**src/rtl/data_memory.sv**
```systemverilog
// rtl/data_memory.sv - word-organised data memory, combinational read, synchronous write
// Async active-low reset clears every word; address low bits and bits above the array are ignored.
module data_memory #(
    parameter int DEPTH = 64,
    parameter int IDX_W = $clog2(DEPTH)
) (
    input  logic        clk,
    input  logic [31:0] WD,
    input  logic [31:0] A,
    input  logic        WE,
    output logic [31:0] RD,
    input  logic        rst_n
);

    logic [31:0]      mem_q [DEPTH];
    logic [31:0]      mem_d [DEPTH];
    logic [IDX_W-1:0] idx;
    logic             unused_addr_bits;

    assign idx = A[IDX_W+1:2];
    // Byte offset and out-of-range high bits select nothing: unaligned reads alias, large addresses wrap.
    assign unused_addr_bits = ^{A[31:IDX_W+2], A[1:0]};

    assign RD = mem_q[idx];

    always_comb begin
        mem_d = mem_q;
        if (WE) begin
            mem_d[idx] = WD;
        end
    end

    always_ff @(posedge clk or negedge rst_n) begin
        if (!rst_n) begin
            for (int i = 0; i < DEPTH; i++) begin
                mem_q[i] <= '0;
            end
        end else begin
            mem_q <= mem_d;
        end
    end

endmodule

```
**config.mk**
```make
export PLATFORM = sky130hd
export DESIGN_NAME = data_memory
export DESIGN_NICKNAME = d
export VERILOG_FILES = /design/src/rtl/data_memory.sv
export SDC_FILE = /design/constraint.sdc
export NUM_CORES = 2
export LEC_CHECK = 0
export CAP_MARGIN = 40
export CORE_AREA = 2 2 540 434
export DETAILED_ROUTE_END_ITERATION = 8
export DIE_AREA = 0 0 542 436
export PLACE_DENSITY = 0.59
export SYNTH_ARGS = -nofsm -noshare
export SYNTH_HDL_FRONTEND = slang
export SYNTH_SLANG_ARGS = --single-unit
```
**constraint.sdc**
```tcl
create_clock -name clk -period 5.4 [get_ports clk]
set_input_delay 1.62 -clock clk [delete_from_list [all_inputs] [get_ports clk]]
set_output_delay 1.62 -clock clk [all_outputs]
set_load 0.005 [all_outputs]
```
==> out/summary.txt <==
grt ovf: 0
routed len/inst: 34.7 um
Reg clk slew, reported paths: 60 ps
sequential share of the synthesized area: 0.557
Power Density: 343 nW/um^2
Clock Sink Count: 2048
Critical Path Most Common Cell: buf_12
Worst setup startpoint: A[2]
pre-CTS setup slack: -995 ps
clk buf depth: 4
Pleak: 51.6 nW
largest net degree at the start of global routing: 139
peak supply drop: 262 uV
top flop regs: mem_q (2048)
mapped cell area: 92000 sq um
clock latency on the worst-skew pair: 890 ps
Die X: 542 um
Yosys Warn Count: 0
CTS root buf: clkbuf_16
Largest register FFs: 2048
Worst path slowest cell: a211oi_2
EDFF count, synth: 0
total die area: 236000 sq um
cell area after layout: 113000 sq um
Tot GR Track Use: 0.301
Power Total: 38.8 mW
PortBufs: 72
FF+latch count, synth: 2048
row count: 158
DRT iter0 DRCs: 7688
number of fill cells: 19800
Reg2Reg Setup Slack: 4580 ps
number of global-route vias before repair: 66400
Top reg by flops: mem_q
Mapped Cells: 6795
Final nets: 7309
setup tns final: -3080 ps
prevailing post-synth register cell: dfrtp_1
min Tclk post-route: 5610 ps
Vias/cell: 6.39
CP required: 3780 ps
Slew HR: 0.412
post-route setup slack: -212 ps
Synth area leader: dfrtp_1
RSZ-0062 raised after global routing: yes
critical-path maximum fanout: 7
FF-to-FF End: mem_q[1940]
Setup crit end kind: output port
Mapped Avg Cell Area: 13.5 sq um
violated checks: setup timing
synthesized net count: 6862
Post-synth ARST share: 1.00
Post-Route WL: 362 mm
FMAX: 178 MHz
CTS H-tree lvls: 4
CP cell instances: buf_16, buf_12, and2_4, buf_12, buf_12, a221oi_4, a211oi_2, a211oi_2, buf_4, o211ai_1, a211o_1, buf_12, buf_6
Slew Viols, Final: 0
number of cells on the critical path: 13
CP endpoint: RD[24]
status: complete, but fails checks
most frequent cell after synthesis: mux2_2
initial core utilization: 0.398
Top delay family on crit path: buffers and inverters
Tcrit/Tclk final: 1.04
WS Path Type: in -> out
worst path bufs/invs: 7
CTS tree: done
top-area cell type share of the netlist area: 0.557
unique cell type count in the Yosys netlist: 63
Placeable Area: 231000 sq um
CP startpoint kind: primary input
Final ANT Viol Nets: 0
Worst Tran Pin Value: 878 ps
GPL Wtd Cong: 0.903
Detailed Place HPWL: 227 mm
r2r worst-path depth: 1
post-layout util: 0.490
DRC Markers: 0
dpl cell area: 102000 sq um
Multi-input gate area: 40100 sq um
1st-pass router iterations: 5
Setup Skew: 0 ps
# IOs: 99
final setup fails: 29
register area: 51200 sq um
Die Y: 436 um
Max Cap Viol: 0
crit-path max cell delay: 330 ps
Hold WC Path Type: reg -> reg
antenna violations before repair: 19
crit path DAT: 3990 ps
top cells by instance count after synthesis: 2060 x mux2_2, 2048 x dfrtp_1, 437 x a22oi_1
Synth area leaders: dfrtp_1 56%, mux2_2 25%, a22oi_1 3.6%
share of cells above drive strength 1: 0.523
endpoints failing hold: 0
reg2reg start: mem_q[1940]
first-pass GRT wire length: 511 mm
TritonCTS buffer count: 207
Synth-to-Final Area Change: 23.1%
DR vias: 66800
## routing by layer
metal / part of all wire / global-route usage / vias up
met1: 0.42 / 0.432 / 35900
met5: 0.00011 / 0 / -
li1: - / - / 26600
met2: 0.42 / 0.431 / 3469
met4: 0.052 / 0.127 / 6
met3: 0.11 / 0.0763 / 846
## where the power goes
group          internal [mW]  switching [mW]  total [mW]
registers               17.4            1.11        18.5
clock network           8.52            6.35        14.9
logic                   2.83            2.65        5.49
total                   28.7            10.1        38.8
## area by class of cell
class / instances / area share
Antenna cell: 6 / 0.000133
Clock buffer: 321 / 0.0545
Clock inverter: 52 / 0.00622
Inverter: 3 / 0.000287
Multi-Input combinational cell: 3985 / 0.354
Sequential cell: 2048 / 0.453
Tap cell: 3040 / 0.0336
Timing Repair Buffer: 997 / 0.0984
## cell usage in the layout (no fill, tap or decap), drive strengths merged, types with 9 or more instances in the layout
master  count
mux2     2087
dfrtp    2048
buf       976
a22oi     437
a221oi    374
clkbuf    330
nor2      185
o22ai     168
o21ai     123
nand2     103
mux2i      88
a21oi      61
nor3       46
mux4       43
o221ai     36
clkinv     30
a22o       29
a221o      17
nand3      17
a211oi     17
bufinv     14
nor4       14
nand4      13
a32oi      12
or3        11
bufbuf      9
inv         9
## kinds of logic (layout without fill, tap and decap cells)
family	Yosys count	after routing	synth area share
buffers and inverters	764	1373	0.0369
and+or+nand+nor	439	441	0.0218
DFF	2048	2048	0.557
other	0	6	0
muxes	2218	2218	0.276
AOI/OAI and AO/OA	1326	1326	0.108
## worst min-delay path by stage
| stage | start | end | cells past startpoint |
|---|---|---|---|
| floorplan | mem_q[1333] | mem_q[1333] | 1 |
| global placement | mem_q[397] | mem_q[397] | 1 |
| detailed placement | mem_q[1333] | mem_q[1333] | 1 |
| CTS | mem_q[1333] | mem_q[1333] | 1 |
| global route | mem_q[313] | mem_q[313] | 1 |
| finish | mem_q[1333] | mem_q[1333] | 1 |
## metrics by stage
stage                     instances  hold slack (ps)
after global routing          10400              493
after floorplan                6795              452
after global placement         9905              463
after detailed placement       9930              471
after CTS                     10400              485
final                         10500              484
## repair_timing
action                                 4_1_cts  5_1_grt
buffers inserted                           109       22
hold buffers                                 0        0
endpoints found under the hold margin        0        0
gates cloned                                23        5
setup endpoints to repair                   32       32
pin swaps                                  173      105
gates resized for setup                    633      157
Power figures use the tool's default switching activity.
